## src/rtl/apsk_frame_sequencer.sv

```systemverilog
// Merges header and payload streams into one modulator frame, tagging each word with its bits-per-symbol.
// Define APSK_FRAME_SEQUENCER_PILOT_EN to insert periodic pilot blocks into the payload.
module apsk_frame_sequencer #(
  parameter int DATA_WIDTH                  = 32,
  parameter int HEADER_WORDS                = 3,
  parameter int MAX_PAYLOAD_WORDS           = 4096,
  parameter int PILOT_PERIOD                = 16,
  parameter int PILOT_WORDS                 = 1,
  parameter logic [DATA_WIDTH-1:0] PILOT_WORD = 32'hA5A5_A5A5
) (
  input  logic                                    aclk,
  input  logic                                    reset,
  output logic                                    header_in_tready,
  input  logic [DATA_WIDTH-1:0]                   header_in_tdata,
  input  logic                                    header_in_tlast,
  input  logic                                    header_in_tvalid,
  output logic                                    payload_in_tready,
  input  logic [DATA_WIDTH-1:0]                   payload_in_tdata,
  input  logic                                    payload_in_tlast,
  input  logic                                    payload_in_tvalid,
  input  logic                                    data_out_tready,
  output logic [DATA_WIDTH-1:0]                   data_out_tdata,
  output logic [3:0]                              data_out_tuser,
  output logic                                    data_out_tlast,
  output logic                                    data_out_tvalid,
  input  logic [3:0]                              header_bits_per_symbol,
  input  logic [3:0]                              payload_bits_per_symbol,
  input  logic [$clog2(MAX_PAYLOAD_WORDS+1)-1:0]  payload_words,
  input  logic                                    modulator_done,
  output logic                                    busy,
  output logic [15:0]                             frame_count,
  output logic [2:0]                              error
);

  localparam int LEN_W = $clog2(MAX_PAYLOAD_WORDS + 1);
  localparam int HC_W  = $clog2(HEADER_WORDS + 1);

  typedef enum logic [2:0] {
    S_IDLE,
    S_HEADER,
    S_PAYLOAD,
`ifdef APSK_FRAME_SEQUENCER_PILOT_EN
    S_PILOT,
`endif
    S_DRAIN
  } state_t;

  state_t            state_q, state_d;
  logic [HC_W-1:0]   hdr_cnt_q, hdr_cnt_d;
  logic [LEN_W-1:0]  pay_cnt_q, pay_cnt_d;
  logic [LEN_W-1:0]  pay_len_q, pay_len_d;
  logic [3:0]        hdr_bps_q, hdr_bps_d;
  logic [3:0]        pay_bps_q, pay_bps_d;
  logic [15:0]       frame_count_q, frame_count_d;
  logic [2:0]        error_q, error_d;
  logic              hdr_last;
  logic              pay_last;

`ifdef APSK_FRAME_SEQUENCER_PILOT_EN
  localparam int PC_W = $clog2(PILOT_PERIOD + 1);
  localparam int PW_W = $clog2(PILOT_WORDS + 1);
  logic [PC_W-1:0]   per_cnt_q, per_cnt_d;
  logic [PW_W-1:0]   pw_cnt_q, pw_cnt_d;
`endif

  // Out-of-range modulation orders fall back to BPSK so the modulator never sees an illegal tuser.
  function automatic logic [3:0] legal_bps(input logic [3:0] b);
    return (b == 4'd0 || b > 4'd8) ? 4'd1 : b;
  endfunction

  function automatic logic bad_bps(input logic [3:0] b);
    return (b == 4'd0 || b > 4'd8);
  endfunction

  assign hdr_last    = (hdr_cnt_q == HC_W'(HEADER_WORDS - 1));
  assign pay_last    = (pay_cnt_q == pay_len_q - LEN_W'(1));
  assign busy        = (state_q != S_IDLE);
  assign frame_count = frame_count_q;
  assign error       = error_q;

  always_comb begin
    state_d           = state_q;
    hdr_cnt_d         = hdr_cnt_q;
    pay_cnt_d         = pay_cnt_q;
    pay_len_d         = pay_len_q;
    hdr_bps_d         = hdr_bps_q;
    pay_bps_d         = pay_bps_q;
    frame_count_d     = frame_count_q;
    error_d           = error_q;
    header_in_tready  = 1'b0;
    payload_in_tready = 1'b0;
    data_out_tvalid   = 1'b0;
    data_out_tdata    = '0;
    data_out_tuser    = '0;
    data_out_tlast    = 1'b0;
`ifdef APSK_FRAME_SEQUENCER_PILOT_EN
    per_cnt_d         = per_cnt_q;
    pw_cnt_d          = pw_cnt_q;
`endif

    case (state_q)
      S_IDLE: begin
        if (header_in_tvalid) begin
          hdr_bps_d = legal_bps(header_bits_per_symbol);
          pay_bps_d = legal_bps(payload_bits_per_symbol);
          if (payload_words > LEN_W'(MAX_PAYLOAD_WORDS)) begin
            pay_len_d  = LEN_W'(MAX_PAYLOAD_WORDS);
            error_d[2] = 1'b1;
          end else begin
            pay_len_d = payload_words;
          end
          if (bad_bps(header_bits_per_symbol) || bad_bps(payload_bits_per_symbol))
            error_d[2] = 1'b1;
          hdr_cnt_d = '0;
          pay_cnt_d = '0;
`ifdef APSK_FRAME_SEQUENCER_PILOT_EN
          per_cnt_d = '0;
          pw_cnt_d  = '0;
`endif
          state_d = S_HEADER;
        end
      end

      S_HEADER: begin
        header_in_tready = data_out_tready;
        data_out_tvalid  = header_in_tvalid;
        data_out_tdata   = header_in_tdata;
        data_out_tuser   = hdr_bps_q;
        data_out_tlast   = hdr_last && (pay_len_q == '0);
        if (header_in_tvalid && data_out_tready) begin
          if (header_in_tlast != hdr_last) error_d[0] = 1'b1;
          if (hdr_last) begin
            hdr_cnt_d = '0;
            state_d   = (pay_len_q == '0) ? S_DRAIN : S_PAYLOAD;
          end else begin
            hdr_cnt_d = hdr_cnt_q + HC_W'(1);
          end
        end
      end

      S_PAYLOAD: begin
        payload_in_tready = data_out_tready;
        data_out_tvalid   = payload_in_tvalid;
        data_out_tdata    = payload_in_tdata;
        data_out_tuser    = pay_bps_q;
        data_out_tlast    = pay_last;
        if (payload_in_tvalid && data_out_tready) begin
          if (payload_in_tlast != pay_last) error_d[1] = 1'b1;
          if (pay_last) begin
            pay_cnt_d = '0;
            state_d   = S_DRAIN;
          end else begin
            pay_cnt_d = pay_cnt_q + LEN_W'(1);
`ifdef APSK_FRAME_SEQUENCER_PILOT_EN
            // A pilot block never follows the final payload word.
            if (per_cnt_q == PC_W'(PILOT_PERIOD - 1)) begin
              per_cnt_d = '0;
              state_d   = S_PILOT;
            end else begin
              per_cnt_d = per_cnt_q + PC_W'(1);
            end
`endif
          end
        end
      end

`ifdef APSK_FRAME_SEQUENCER_PILOT_EN
      S_PILOT: begin
        data_out_tvalid = 1'b1;
        data_out_tdata  = PILOT_WORD;
        data_out_tuser  = hdr_bps_q;
        if (data_out_tready) begin
          if (pw_cnt_q == PW_W'(PILOT_WORDS - 1)) begin
            pw_cnt_d = '0;
            state_d  = S_PAYLOAD;
          end else begin
            pw_cnt_d = pw_cnt_q + PW_W'(1);
          end
        end
      end
`endif

      S_DRAIN: begin
        if (modulator_done) begin
          frame_count_d = frame_count_q + 16'd1;
          state_d       = S_IDLE;
        end
      end

      default: state_d = S_IDLE;
    endcase
  end

  always_ff @(posedge aclk) begin
    if (reset) begin
      state_q       <= S_IDLE;
      hdr_cnt_q     <= '0;
      pay_cnt_q     <= '0;
      pay_len_q     <= '0;
      hdr_bps_q     <= '0;
      pay_bps_q     <= '0;
      frame_count_q <= '0;
      error_q       <= '0;
`ifdef APSK_FRAME_SEQUENCER_PILOT_EN
      per_cnt_q     <= '0;
      pw_cnt_q      <= '0;
`endif
    end else begin
      state_q       <= state_d;
      hdr_cnt_q     <= hdr_cnt_d;
      pay_cnt_q     <= pay_cnt_d;
      pay_len_q     <= pay_len_d;
      hdr_bps_q     <= hdr_bps_d;
      pay_bps_q     <= pay_bps_d;
      frame_count_q <= frame_count_d;
      error_q       <= error_d;
`ifdef APSK_FRAME_SEQUENCER_PILOT_EN
      per_cnt_q     <= per_cnt_d;
      pw_cnt_q      <= pw_cnt_d;
`endif
    end
  end

endmodule

```

## config.mk

```make
export PLATFORM = sky130hd
export DESIGN_NAME = apsk_frame_sequencer
export DESIGN_NICKNAME = d
export VERILOG_FILES = /design/src/rtl/apsk_frame_sequencer.sv
export SDC_FILE = /design/constraint.sdc
export NUM_CORES = 1
export LEC_CHECK = 0
export CAP_MARGIN = 20
export CORE_ASPECT_RATIO = 1.5
export CORE_UTILIZATION = 43
export CTS_CLUSTER_DIAMETER = 30
export DETAILED_ROUTE_END_ITERATION = 16
export PLACE_DENSITY_LB_ADDON = 0.1
export SLEW_MARGIN = 10
export SYNTH_ARGS = -nofsm -noshare
export SYNTH_HDL_FRONTEND = slang
export SYNTH_SLANG_ARGS = --single-unit
```

## constraint.sdc

```tcl
create_clock -name aclk -period 4.1 [get_ports aclk]
set_input_delay 0.82 -clock aclk [delete_from_list [all_inputs] [get_ports aclk]]
set_output_delay 0.82 -clock aclk [all_outputs]
set_load 0.02 [all_outputs]
```

Word-level counts from Yosys, hierarchy flattened
Cells that the tools add are included.
W data, S select, Z words.

cells by class
  $add $sub $neg = 4
  multipliers = 0
  div/mod/pow operators = 0
  magnitude comparators = 3
  equality and inequality tests = 13
  shift-type cells = 0
  mux-type cells = 27
  bitwise logic cells = 0
  reductions and logical operators = 22

operators with widths
  cell                     number
  $pmux W32 S2             1
  $mux W13                 4
  $pmux W13 S2             1
  $mux W3                  6
  $add A16 B1 Y16 const B  1
  $reduce_and A3 Y1        5
  $add A13 B1 Y13 const B  1
  $eq A13 B13 Y1           1
  $gt A13 B13 Y1 const B   1
  $logic_not A13 Y1        1
  $sub A13 B1 Y13 const B  1
  $ne A2 B2 Y1 const B     6
  $pmux W3 S4              1
  $gt A4 B4 Y1 const B     2
  $logic_not A4 Y1         2
  $mux W4                  2
  $pmux W4 S2              1
  $eq A3 B2 Y1 const B     2
  $mux W2                  3
  $reduce_and A6 Y1        1
  $reduce_bool A2 Y1       3
  $mux W1                  5
  $pmux W1 S2              2
  $pmux W2 S2              1
  other kinds (9)          15

storage, ports and cells
  register bits = 58
  latch bits = 0
  memory bits (writable) = 0
  memory bits (read-only) = 0
  input port bits = 93
  output and inout port bits = 60
  logic and storage cells = 79
  memories kept = 0

Longest topological paths before layout
Gate-level depths: netlist of the first run.

  depth in word-level cells = 5
  mapped depth = 11
  gate-level depth less buffers = 9

Least setup slack after synthesis of the first run
No wires, ideal clock.

  path type = reg2out
  start point = register pay_len_q[2]
  end point = output port data_out_tlast
  arrival = 2342 ps
  data required time = 3280 ps
  path slack = 938 ps
  cell stages (with the launch flop) = 9
  buffers on the path = 1
  cells stage by stage = dfxtp_1 > or4_1 > buf_6 > nor4_1 > xnor2_1 > nand4_1 > nor4_1 > a22oi_1 > nor2b_1

on the way
  word-level cells in the longest chain between the ends = 3
  elaborated cells between the ends (all ways) = 5
  those cells by class = add/sub: 1; eq/ne: 1; mux: 1; reduce/logical: 2

RTL lines
  what                                                   RTL line  RTL
  from (decl)                                            51        logic [LEN_W-1:0] pay_len_q, pay_len_d;
  from (signal assigned)                                 212       pay_len_q <= pay_len_d;
  $sub A13 B1 Y13 or $logic_not A13 Y1 (tied branches)   76, 129
  $eq A13 B13 Y1 or $logic_and A1 B1 Y1 (tied branches)  76, 129
  $pmux W1 S2 (*)                                        101       case (state_q)
  to (decl)                                              24        output logic data_out_tlast,

Every way passes the cells marked *; elsewhere a longest branch is shown, timed or not.

Final worst setup path of the first run
Same ends and word-level chain as after synthesis.

==> metrics.json, run 1 <==
{
  "grt_overflow": {"value": 0},
  "cellLeakagePower": {"value": 0.00193, "unit": "µW"},
  "routed_wl": {"value": 11100, "unit": "µm"},
  "timing.critical_path.arrival": {"value": 2.80, "unit": "ns"},
  "hold_violations": {"value": 0},
  "synth_fp_nets": {"value": 556},
  "synth.largest_area_cell": {"value": "sky130_fd_sc_hd__dfxtp_1"},
  "worst_hold_path.num_cells": {"value": 2},
  "syn_area_per_cell": {"value": 7.96, "unit": "µm²"},
  "cp_slowest_stage_delay": {"value": 0.59, "unit": "ns"},
  "placed_area": {"value": 0.00519, "unit": "mm²"},
  "final_gp_congestion": {"value": 0.914},
  "n_fill_cell": {"value": 737},
  "core_area": {"value": 0.00811, "unit": "mm²"},
  "synth-seq-area-share": {"value": 31.5, "unit": "%"},
  "setup.worst_path.end_class": {"value": "primary output"},
  "i_o_pin_count": {"value": 153},
  "vdd.ir_drop.worst": {"value": 0.000302, "unit": "V"},
  "grt_first_pass_wirelength": {"value": 17600, "unit": "µm"},
  "finalSetupViolations": {"value": 0},
  "worst_skew_pair.late_latency": {"value": 0.33, "unit": "ns"},
  "chipWidth": {"value": 76.9, "unit": "µm"},
  "drt-pass1-iter-count": {"value": 4},
  "muxShareOfSynthArea": {"value": 0.829, "unit": "%"},
  "critical_path.max_fanout": {"value": 7},
  "cts_buffer_depth": {"value": 2},
  "cell_at_the_root_of_the_clock_tree": {"value": "sky130_fd_sc_hd__clkbuf_16"},
  "synth-adder-area-share": {"value": 2.76, "unit": "%"},
  "critical_path.n_buffers_inverters": {"value": 1},
  "synthDistinctLibCells": {"value": 52},
  "groute.usage.overall": {"value": 25.5, "unit": "%"},
  "synth-xor-area-share": {"value": 11.1, "unit": "%"},
  "floorplan.rows": {"value": 40},
  "worst_hold_path.endpoint": {"value": "hdr_bps_q[2]"},
  "cts.hold.buffers_added": {"value": 0},
  "rr_startpoint": {"value": "pay_len_q[2]"},
  "critical_path.slowest_cell": {"value": "sky130_fd_sc_hd__or4_1"},
  "max_cap_violations": {"value": 0},
  "design.die.area": {"value": 0.00880, "unit": "mm²"},
  "vias_in_the_first_global_route": {"value": 3605},
  "max_clock_freq": {"value": 276, "unit": "MHz"},
  "maximum_number_of_pins_on_one_net_before_global_route_repair": {"value": 46},
  "min-delay-path-class": {"value": "register to register"},
  "final_max_slew_viol_count": {"value": 0},
  "critical_path.top_delay_family": {"value": "simple AND/OR/NAND/NOR gates"},
  "setup_tns": {"value": 0, "unit": "ns"},
  "yosys-top-cells-area": {"value": "sky130_fd_sc_hd__dfxtp_1, sky130_fd_sc_hd__a22oi_1, sky130_fd_sc_hd__nor2b_1"},
  "grt_setup_unrepaired": {"value": "no"},
  "timing.critical_path.cells": {"value": "or4_1, nor4_2, xnor2_1, nand4_1, nor4_1, a22oi_1, nor2b_1, dlymetal6s2s_1"},
  "post_synth_instance_area": {"value": 0.00362, "unit": "mm²"},
  "cts_htree_levels": {"value": 3},
  "ys_dominant_reg_cell": {"value": "sky130_fd_sc_hd__dfxtp_1"},
  "synth_async_sr_flop_share": {"value": 0, "unit": "%"},
  "finalCriticalPeriod": {"value": 3.62, "unit": "ns"},
  "max_slew.worst_pin.slew": {"value": 0.751, "unit": "ns"},
  "final_nets": {"value": 693},
  "initial_utilization": {"value": 44.7, "unit": "%"},
  "antenna-diode-count": {"value": 0},
  "ys_warn_count": {"value": 0},
  "route.vias.total": {"value": 3856},
  "largest_family_of_logic_cells_by_synthesized_area": {"value": "simple AND/OR/NAND/NOR gates"},
  "syn_inst": {"value": 455},
  "critical_path.startpoint_type": {"value": "register"},
  "tritoncts.num_buffers": {"value": 9},
  "synth_edf_count": {"value": 0},
  "cts.reportedPaths.clkPinSlew": {"value": 0.05, "unit": "ns"},
  "post_synthesis_to_final_layout_area_growth": {"value": 51.2, "unit": "%"},
  "synth_largest_type_area_fraction": {"value": 31.5, "unit": "%"},
  "synth-compound-area-share": {"value": 18.4, "unit": "%"},
  "power_density": {"value": 435, "unit": "mW/mm²"},
  "tritoncts_clock_tree": {"value": "done"},
  "worstHoldStart": {"value": "hdr_bps_q[2]"},
  "timing.reg2reg.setup_slack": {"value": 1.13, "unit": "ns"},
  "layout.cell_area.non_filler": {"value": 0.00548, "unit": "mm²"},
  "rr_worst_depth": {"value": 7},
  "critical_path_required": {"value": 3.28, "unit": "ns"},
  "share_of_layout_cells_above_drive_strength_1": {"value": 5.19, "unit": "%"},
  "grt_antenna_before_repair": {"value": 4},
  "status": {"value": "finished, final reports clean"},
  "final_antenna_violating_net_count": {"value": 0},
  "dpl.hpwl": {"value": 8600, "unit": "µm"},
  "r2r_end": {"value": "state_q[0]"},
  "timing_worst_setup_path_type": {"value": "register to primary output"},
  "die_height": {"value": 114, "unit": "µm"},
  "average_wire_per_cell_in_the_routed_design": {"value": 15.9, "unit": "µm"},
  "synthSimpleGateAreaFrac": {"value": 30.7, "unit": "%"},
  "placement.io_buffers": {"value": 152},
  "yosys_register_bits": {"value": 57},
  "timing.final.crit_share": {"value": 88.4, "unit": "%"},
  "drc_errors": {"value": 0},
  "clock_sink_total": {"value": 57},
  "viasPerCell": {"value": 5.49},
  "drtIter0Drc": {"value": 127},
  "setup_skew": {"value": 0.00429, "unit": "ns"},
  "relative_slew_margins": {"value": 49.8, "unit": "%"}
}
cell families after synthesis:
group / count (synthesis)
adders and majority gates: 8
buffers and inverters: 41
xor gates and xnor gates: 44
DFF: 57
AOI/OAI and AO/OA: 97
muxes: 3
and+or+nand+nor: 205
registers in the layout, indices dropped and copies added, names as in the netlist:
signal,count
frame_count,16
state_q,2
hdr_bps_q,4
hdr_cnt_q,2
pay_bps_q,4
pay_len_q,13
error,3
pay_cnt_q,13
tightest hold or removal path: stages, from the launching register on:
cell,delay [ns]
sky130_fd_sc_hd__dfxtp_1,0.31
sky130_fd_sc_hd__nand2_1,0.05
sky130_fd_sc_hd__a21oi_1,0.05
worst max-delay path by stage:
stage,startpoint,endpoint,slack (ns),cells after the start
after floorplan,pay_len_q[2],data_out_tlast,0.94,8
after global placement,pay_len_q[2],data_out_tlast,0.48,8
after detailed placement,pay_len_q[0],data_out_tlast,0.38,10
after CTS,pay_len_q[0],data_out_tlast,0.02,10
after global routing,pay_len_q[2],data_out_tlast,0.33,8
final,pay_len_q[2],data_out_tlast,0.48,8
cell usage in the layout (no fill, tap or decap), types with 2 or more instances in the layout:
master,instances
sky130_fd_sc_hd__or4_1,3
sky130_fd_sc_hd__o21a_1,5
sky130_fd_sc_hd__nor3_1,7
sky130_fd_sc_hd__clkbuf_16,9
sky130_fd_sc_hd__a211oi_1,3
sky130_fd_sc_hd__xnor2_1,28
sky130_fd_sc_hd__mux2i_1,3
sky130_fd_sc_hd__nand3_1,16
sky130_fd_sc_hd__nand4_1,6
sky130_fd_sc_hd__o21ai_0,6
sky130_fd_sc_hd__clkdlybuf4s50_1,151
sky130_fd_sc_hd__nor2b_1,44
sky130_fd_sc_hd__ha_1,7
sky130_fd_sc_hd__dfxtp_1,56
sky130_fd_sc_hd__nand2_1,33
sky130_fd_sc_hd__or3_1,5
sky130_fd_sc_hd__a32oi_1,2
sky130_fd_sc_hd__and4_1,3
sky130_fd_sc_hd__nand2b_1,2
sky130_fd_sc_hd__and3_1,12
sky130_fd_sc_hd__nor4_1,6
sky130_fd_sc_hd__nand3b_1,10
sky130_fd_sc_hd__clkinv_2,5
sky130_fd_sc_hd__a22oi_1,39
sky130_fd_sc_hd__a21oi_1,27
sky130_fd_sc_hd__a21o_1,2
sky130_fd_sc_hd__and2_1,4
sky130_fd_sc_hd__nor2_1,46
sky130_fd_sc_hd__xor2_1,15
sky130_fd_sc_hd__inv_1,10
sky130_fd_sc_hd__buf_4,4
metal layers:
| layer | track usage, % | up-vias | part of all wire [%] |
|---|---|---|---|
| met4 | 12.1 | 6 | 3.1 |
| met3 | 10.5 | 32 | 9.5 |
| met2 | 45.4 | 149 | 49 |
| met1 | 25.5 | 1788 | 38 |
| li1 | - | 1881 | - |
| met5 | 0 | - | 0.40 |
cell type report:
cell class                      count  area, µm²  area share, %
Timing Repair Buffer              157       1570           28.7
Clock inverter                      6       33.8          0.617
Sequential cell                    57       1140           20.9
Inverter                           10       37.5          0.685
Tap cell                          105        131           2.40
Clock buffer                       10        239           4.36
Multi-Input combinational cell    357       2320           42.3
what timing repair did:
item	CTS	global route
resized for setup	0	4
setup endpoints to repair	0	1
setup buffers	0	0
power by group:
group / leakage [µW] / internal (µW) / total (µW) / switching [µW]
Sequential: 0.000462 / 591 / 630 / 39.1
Clock: 0.000142 / 419 / 672 / 253
Combinational: 0.00132 / 511 / 1080 / 570
Total: 0.00193 / 1520 / 2380 / 862
metrics by stage:
| stage | util (%) | setup slack, ns | total power [µW] | hold WS, ns | std cells |
|---|---|---|---|---|---|
| 2_1_floorplan | - | 0.938 | 1350 | 0.432 | 455 |
| 3_3_place_gp | 64.0 | 0.478 | 1700 | 0.438 | 686 |
| 3_5_place_dp | 64.0 | 0.376 | 1720 | 0.447 | 686 |
| 4_1_cts | 67.4 | 0.0196 | 2390 | 0.454 | 702 |
| 5_1_grt | 67.6 | 0.334 | 2530 | 0.483 | 702 |
| 6_report | 67.6 | 0.477 | 2380 | 0.454 | 702 |
cells in the mapped netlist (2+ instances only):
master                     count
sky130_fd_sc_hd__dfxtp_1      57
sky130_fd_sc_hd__buf_1         6
sky130_fd_sc_hd__nand2_1      33
sky130_fd_sc_hd__or3_1         5
sky130_fd_sc_hd__nor4_1        7
sky130_fd_sc_hd__nor2_1       46
sky130_fd_sc_hd__or4_1         3
sky130_fd_sc_hd__and2_1        4
sky130_fd_sc_hd__nand4_1       6
sky130_fd_sc_hd__inv_1        10
sky130_fd_sc_hd__and4_1        3
sky130_fd_sc_hd__o21ai_0       6
sky130_fd_sc_hd__clkbuf_1     22
sky130_fd_sc_hd__a22oi_1      39
sky130_fd_sc_hd__a21oi_1      27
sky130_fd_sc_hd__o21a_1        5
sky130_fd_sc_hd__nor2b_1      44
sky130_fd_sc_hd__and3_1       12
sky130_fd_sc_hd__nand3_1      16
sky130_fd_sc_hd__ha_1          8
sky130_fd_sc_hd__nand3b_1     10
sky130_fd_sc_hd__mux2i_1       3
sky130_fd_sc_hd__a21o_1        2
sky130_fd_sc_hd__nand2b_1      2
sky130_fd_sc_hd__xnor2_1      28
sky130_fd_sc_hd__buf_6         2
sky130_fd_sc_hd__xor2_1       15
sky130_fd_sc_hd__nor3_1        7
sky130_fd_sc_hd__a32oi_1       2
sky130_fd_sc_hd__a211oi_1      3
(Power assumes the default switching activity.)
==> run 2: changes to the inputs <==
- clock period: 4.1 -> 3.45 ns (I/O delays scaled with it)
==> run 2 against run 1 <==
Register-to-register slack lost 0.67 ns. Total power up 21%. Sequential power is 17% higher. Critical path type unchanged. Cell count rose by 2.8%. Die area stayed put.
==> metrics.json, run 2 (synthesized netlist as in run 1, its figures left out) <==
{
  "status": {"value": "finished, final reports clean", "change": "unchanged"},
  "power_density": {"value": 513, "unit": "mW/mm²", "change": "was 435 mW/mm²"},
  "initial_utilization": {"value": 44.7, "unit": "%", "change": "unchanged"},
  "maximum_number_of_pins_on_one_net_before_global_route_repair": {"value": 46, "change": "unchanged"},
  "setup_skew": {"value": 0.00510, "unit": "ns", "change": "was 0.00429 ns"},
  "finalSetupViolations": {"value": 0, "change": "unchanged"},
  "tritoncts_clock_tree": {"value": "done", "change": "unchanged"},
  "max_clock_freq": {"value": 309, "unit": "MHz"},
  "mostFrequentLayoutCell": {"value": "sky130_fd_sc_hd__clkdlybuf4s50_1", "change": "unchanged"},
  "rr_startpoint": {"value": "pay_len_q[2]", "change": "unchanged"},
  "drtIter0Drc": {"value": 165, "change": "was 127"},
  "mostFrequentLayoutCells": {"value": "sky130_fd_sc_hd__clkdlybuf4s50_1, sky130_fd_sc_hd__dfxtp_1, sky130_fd_sc_hd__nor2_1, sky130_fd_sc_hd__nor2b_1, sky130_fd_sc_hd__a22oi_1", "change": "unchanged"},
  "floorplan.rows": {"value": 40, "change": "unchanged"},
  "routed_wl": {"value": 11100, "unit": "µm", "change": "about the same"},
  "cts_setup_buffers": {"value": 0, "change": "unchanged"},
  "average_wire_per_cell_in_the_routed_design": {"value": 15.4, "unit": "µm", "change": "was 15.9 µm"},
  "setup.worst_path.end_class": {"value": "primary output", "change": "unchanged"},
  "clock_sink_total": {"value": 57, "change": "unchanged"},
  "finalCriticalPeriod": {"value": 3.23, "unit": "ns"},
  "cts.reportedPaths.clkPinSlew": {"value": 0.05, "unit": "ns", "change": "about the same"},
  "placement.io_buffers": {"value": 152, "change": "unchanged"},
  "cell_at_the_root_of_the_clock_tree": {"value": "sky130_fd_sc_hd__clkbuf_16", "change": "unchanged"},
  "cts_buffer_depth": {"value": 2, "change": "unchanged"},
  "rr_worst_depth": {"value": 9, "change": "was 7"},
  "dpl.hpwl": {"value": 8620, "unit": "µm", "change": "was 8600 µm"},
  "route.vias.total": {"value": 3834, "change": "was 3856"},
  "timing.final.crit_share": {"value": 93.7, "unit": "%"},
  "chipWidth": {"value": 76.9, "unit": "µm", "change": "unchanged"},
  "critical_path.startpoint_type": {"value": "register", "change": "unchanged"},
  "drt-pass1-iter-count": {"value": 4, "change": "unchanged"},
  "cellLeakagePower": {"value": 0.00200, "unit": "µW", "change": "was 0.00193 µW"},
  "final_max_slew_viol_count": {"value": 0, "change": "unchanged"},
  "drc_errors": {"value": 0, "change": "unchanged"},
  "groute.usage.overall": {"value": 25.7, "unit": "%", "change": "was 25.5%"},
  "final_antenna_violating_net_count": {"value": 0, "change": "unchanged"},
  "max_slew.worst_pin.slew": {"value": 0.756, "unit": "ns", "change": "was 0.751 ns"},
  "final_nets": {"value": 711, "change": "was 693"},
  "largest_reg_flops": {"value": 16, "change": "unchanged"},
  "r2r_end": {"value": "state_q[0]", "change": "unchanged"},
  "relative_slew_margins": {"value": 49.6, "unit": "%", "change": "was 49.8%"},
  "timing_worst_setup_path_type": {"value": "register to primary output", "change": "unchanged"},
  "share_of_layout_cells_above_drive_strength_1": {"value": 7.64, "unit": "%", "change": "was 5.19%"},
  "timing.reg2reg.setup_slack": {"value": 0.46, "unit": "ns", "change": "was 1.13 ns"},
  "grt_setup_unrepaired": {"value": "no", "change": "unchanged"},
  "die_height": {"value": 114, "unit": "µm", "change": "unchanged"},
  "grt_first_pass_wirelength": {"value": 17700, "unit": "µm", "change": "was 17600 µm"},
  "tritoncts.num_buffers": {"value": 9, "change": "unchanged"},
  "timing.critical_path.arrival": {"value": 2.54, "unit": "ns", "change": "was 2.80 ns"},
  "min-delay-path-class": {"value": "register to register", "change": "unchanged"},
  "design.die.area": {"value": 0.00880, "unit": "mm²", "change": "unchanged"},
  "vdd.ir_drop.worst": {"value": 0.000446, "unit": "V", "change": "was 0.000302 V"},
  "placed_area": {"value": 0.00533, "unit": "mm²", "change": "was 0.00519 mm²"},
  "hold_violations": {"value": 0, "change": "unchanged"},
  "worst_hold_path.num_cells": {"value": 2, "change": "unchanged"},
  "layout.cell_area.non_filler": {"value": 0.00562, "unit": "mm²", "change": "was 0.00548 mm²"},
  "max_cap_violations": {"value": 0, "change": "unchanged"},
  "worst_skew_pair.late_latency": {"value": 0.32, "unit": "ns", "change": "was 0.33 ns"},
  "vias_in_the_first_global_route": {"value": 3683, "change": "was 3605"},
  "final_gp_congestion": {"value": 0.853, "change": "was 0.914"},
  "setup_ws": {"value": 0.218, "unit": "ns", "change": "was 0.477 ns"},
  "i_o_pin_count": {"value": 153, "change": "unchanged"},
  "post_synthesis_to_final_layout_area_growth": {"value": 55.1, "unit": "%", "change": "was 51.2%"},
  "viasPerCell": {"value": 5.31, "change": "was 5.49"},
  "grt_antenna_before_repair": {"value": 4, "change": "unchanged"},
  "n_fill_cell": {"value": 693, "change": "was 737"},
  "worstHoldStart": {"value": "pay_bps_q[3]", "change": "was hdr_bps_q[2]"},
  "worst_hold_path.endpoint": {"value": "pay_bps_q[3]", "change": "was hdr_bps_q[2]"},
  "critical_path_required": {"value": 2.76, "unit": "ns", "change": "was 3.28 ns"},
  "place_worst_setup_slack": {"value": 0.0330, "unit": "ns", "change": "was 0.376 ns"},
  "setup_tns": {"value": 0, "unit": "ns", "change": "unchanged"},
  "critical_path.max_fanout": {"value": 2, "change": "was 7"},
  "core_area": {"value": 0.00811, "unit": "mm²", "change": "unchanged"},
  "cts_htree_levels": {"value": 3, "change": "unchanged"},
  "grt_overflow": {"value": 0, "change": "unchanged"}
}
run 2: cell types whose count changed in the layout (fill, tap and decap cells not counted), moves of 2 or more:
cell	previous run	this run
sky130_fd_sc_hd__buf_4	4	22
sky130_fd_sc_hd__clkbuf_1	0	3
sky130_fd_sc_hd__clkinv_2	5	1
sky130_fd_sc_hd__diode_2	0	2
run 2: worst max path at each step:
stage	from	endpoint	slack, ns	cells after the start
global placement	pay_len_q[2]	data_out_tlast	0.04	9
detailed placement	pay_len_q[2]	data_out_tlast	0.03	9
CTS	pay_len_q[2]	data_out_tlast	0.03	9
global route	pay_len_q[2]	data_out_tlast	0.05	9
floorplan	pay_len_q[2]	data_out_tlast	0.42	8
finish	pay_len_q[2]	data_out_tlast	0.22	9
run 2: through the flow:
stage / power (µW) / utilization [%] / hold WS (ns) / instances
6_report: 2880 / 69.3 / 0.451 / 722
5_1_grt: 3060 / 69.2 / 0.461 / 720
4_1_cts: 2900 / 69.1 / 0.450 / 720
3_5_place_dp: 2090 / 65.7 / 0.444 / 704
3_3_place_gp: 2070 / 65.7 / 0.439 / 704
2_1_floorplan: 1600 / - / 0.432 / 455
run 2: final cells by class:
type                    instances  area (µm²)  area share (%)
multi-input cells             357        2320            41.4
repair buffers                175        1700            30.3
flip-flops and latches         57        1140            20.3
clock buffers                  14         264            4.70
well taps                     105         131            2.34
inverters                      10        37.5           0.668
clock inverters                 2        12.5           0.223
diodes                          2        5.00          0.0891
run 2: critical path: stages (launching register included):
cell and delay [ns]:
sky130_fd_sc_hd__dfxtp_1 0.30, sky130_fd_sc_hd__or4_1 0.57, sky130_fd_sc_hd__nor4_2 0.26, sky130_fd_sc_hd__buf_4 0.15
sky130_fd_sc_hd__xnor2_1 0.11, sky130_fd_sc_hd__nand4_1 0.17, sky130_fd_sc_hd__nor4_2 0.25, sky130_fd_sc_hd__a22oi_1 0.10
sky130_fd_sc_hd__nor2b_1 0.13, sky130_fd_sc_hd__buf_2 0.18
run 2: what timing repair did:
| item | CTS | global route |
|---|---|---|
| resized for setup | 3 | 4 |
| hold buffers | 0 | 0 |
| setup endpoints to repair | 1 | 1 |
run 2: report_power, final:
| part | switching [µW] | internal (µW) |
|---|---|---|
| combinational | 695 | 641 |
| sequential | 36.2 | 702 |
| clock | 283 | 523 |
run 2: routing by layer:
layer / global-route usage (%) / wire length, µm
met1: 26.3 / 4250
met2: 46.6 / 5540
met3: 10.3 / 1060
met4: 9.62 / 235
met5: 0 / 29
==> edit (flow settings as in run 2) <==
The 4 states of `state_t` get a one-hot encoding in 4 bits.
--- a/src/rtl/apsk_frame_sequencer.sv
+++ b/src/rtl/apsk_frame_sequencer.sv
@@ -37,6 +37,6 @@
 
-  typedef enum logic [2:0] {
-    S_IDLE,
-    S_HEADER,
-    S_PAYLOAD,
+  typedef enum logic [3:0] {
+    S_IDLE    = 4'b0001,
+    S_HEADER  = 4'b0010,
+    S_PAYLOAD = 4'b0100,
 `ifdef APSK_FRAME_SEQUENCER_PILOT_EN
@@ -44,3 +44,3 @@
 `endif
-    S_DRAIN
+    S_DRAIN   = 4'b1000
   } state_t;
Behaviour: same outputs for any inputs over 10 cycles, from zero or initial values and one cycle with reset high; not proved beyond that.
==> edit against run 2 <==
Power fell by 15%; the flow now finishes with violations (setup timing); cell area rose by 0.42%; wire length rose by 3.1%; largest cell class unchanged; area after synthesis fell by 2.7%; worst setup slack got worse by 0.27 ns; sequential power rose by 3.1%; first-iteration DRC count rose by 82%; sequential cell count rose by 2; clock skew rose by 0.0014 ns.
==> edit: results (changes against run 2) <==
Final RePlAce weighted congestion - 0.904 (+6.0%)
Post-synthesis xor/xnor area fraction - 10.9% (-0.12 points)
Count of final setup violators - 1 (+1)
Final worst setup slack - -0.0517 ns (-0.269 ns)
Seq/Total Area, Yosys - 33.5% (+2.0 points)
Fraction of layout cells with a size suffix above 1 - 10.1% (+2.4 points)
Detailed Place HPWL - 8.44 mm (-2.1%)
Post-Synth Adder-Cell Area - 1.42% (-1.3 points)
Worst rel slew slack - 43.4% (-6.2 points)
Cell variety after synth - 56 (+7.7%)
Synth Area in Compound Gates - 22.4% (+3.9 points)
Status - finished, violations left
Net count after synthesis - 524 (-5.8%)
Top layer in use - met4
Initial antenna violation count - 0 (-4)
Clock Skew - 0.00652 ns (+0.00142 ns)
Critical-path top delay cell - or4_4
Lkg Pwr - 1.99 nW (-0.14%)
Grt met3 use - 6.85% (-3.4 points)
Setup Slack @ Placement - -0.309 ns (-0.342 ns)
First-pass GRT wire length - 18.3 mm (+3.7%)
Failing checks - setup timing
Synth cell count leaders - dfxtp_1, nor2_1, a22o_1, xnor2_1
Maximum vdd drop - 0.335 mV (-25%)
Setup repair bufs after CTS - 1 (+1)
Drt wl/cell - 16.4 um (+6.4%)
DR WL met2 - 6.02 mm (+8.8%)
Grt met1 use - 29.1% (+2.8 points)
DRT Pass-1 Iters - 5 (+1)
Metal3 WL - 563 um (-47%)
DP Area - 0.00526 mm2 (-1.2%)
Vias in the first global route - 3867 (+5.0%)
Crit-path max FO - 6 (+4)
Post-CTS sizing - 10 (+7)
## edit: cell types whose count changed after synthesis, sizes merged, moves of 5 or more
cell / run 2 / this run
nor2b: 44 / 0
a22oi: 39 / 1
a22o: 0 / 37
nand2: 33 / 21
nor3b: 1 / 11
and3: 12 / 4
nand3: 16 / 24
nand3b: 10 / 2
nor4b: 1 / 9
a211oi: 3 / 10
buf: 9 / 4
nor3: 7 / 12
## edit: logic make-up (layout without fill, tap and decap cells)
logic type	Yosys count	in the layout
AND/OR/NAND/NOR	175	175
AO/OA/AOI/OAI	105	105
flip-flops	59	59
XOR/XNOR	44	44
buffers and inverters	39	207
adder cells (fa/ha/maj)	4	4
multiplexers	1	1
## edit: path summary, 6_finish.rpt
check               startpoint  slack (ns)        endpoint  cells after the start
setup / recovery  pay_len_q[3]       -0.05  data_out_tlast                      8
hold / removal    hdr_bps_q[3]        0.46    hdr_bps_q[3]                      2
setup reg to reg  pay_len_q[3]        0.55      state_q[3]                      8
hold reg to reg   hdr_bps_q[3]        0.46    hdr_bps_q[3]                      2
## edit: per-stage QoR
stage               power (mW)  setup TNS (ns)  instances
floorplan                 1.16               0        427
global placement          1.46          -0.211        682
detailed placement        1.48          -0.309        682
CTS                       2.45         -0.0206        699
global route              2.55          -0.168        700
finish                    2.45         -0.0517        700
## edit: power breakdown
| part | leakage (nW) | total [mW] | internal [mW] | switching, mW |
|---|---|---|---|---|
| combinational | 1.35 | 0.718 | 0.353 | 0.365 |
| clock | 0.165 | 0.970 | 0.667 | 0.303 |
| sequential | 0.478 | 0.762 | 0.720 | 0.0423 |
## edit: final cells by class
class | count | area (um2)
multi-input combinational | 329 | 2210
tap | 105 | 131
timing repair buffer | 181 | 1750
inverter | 10 | 37.5
clock buffer | 11 | 253
fill | 611 | 2320
clock inverter | 5 | 75.1
sequential | 59 | 1180
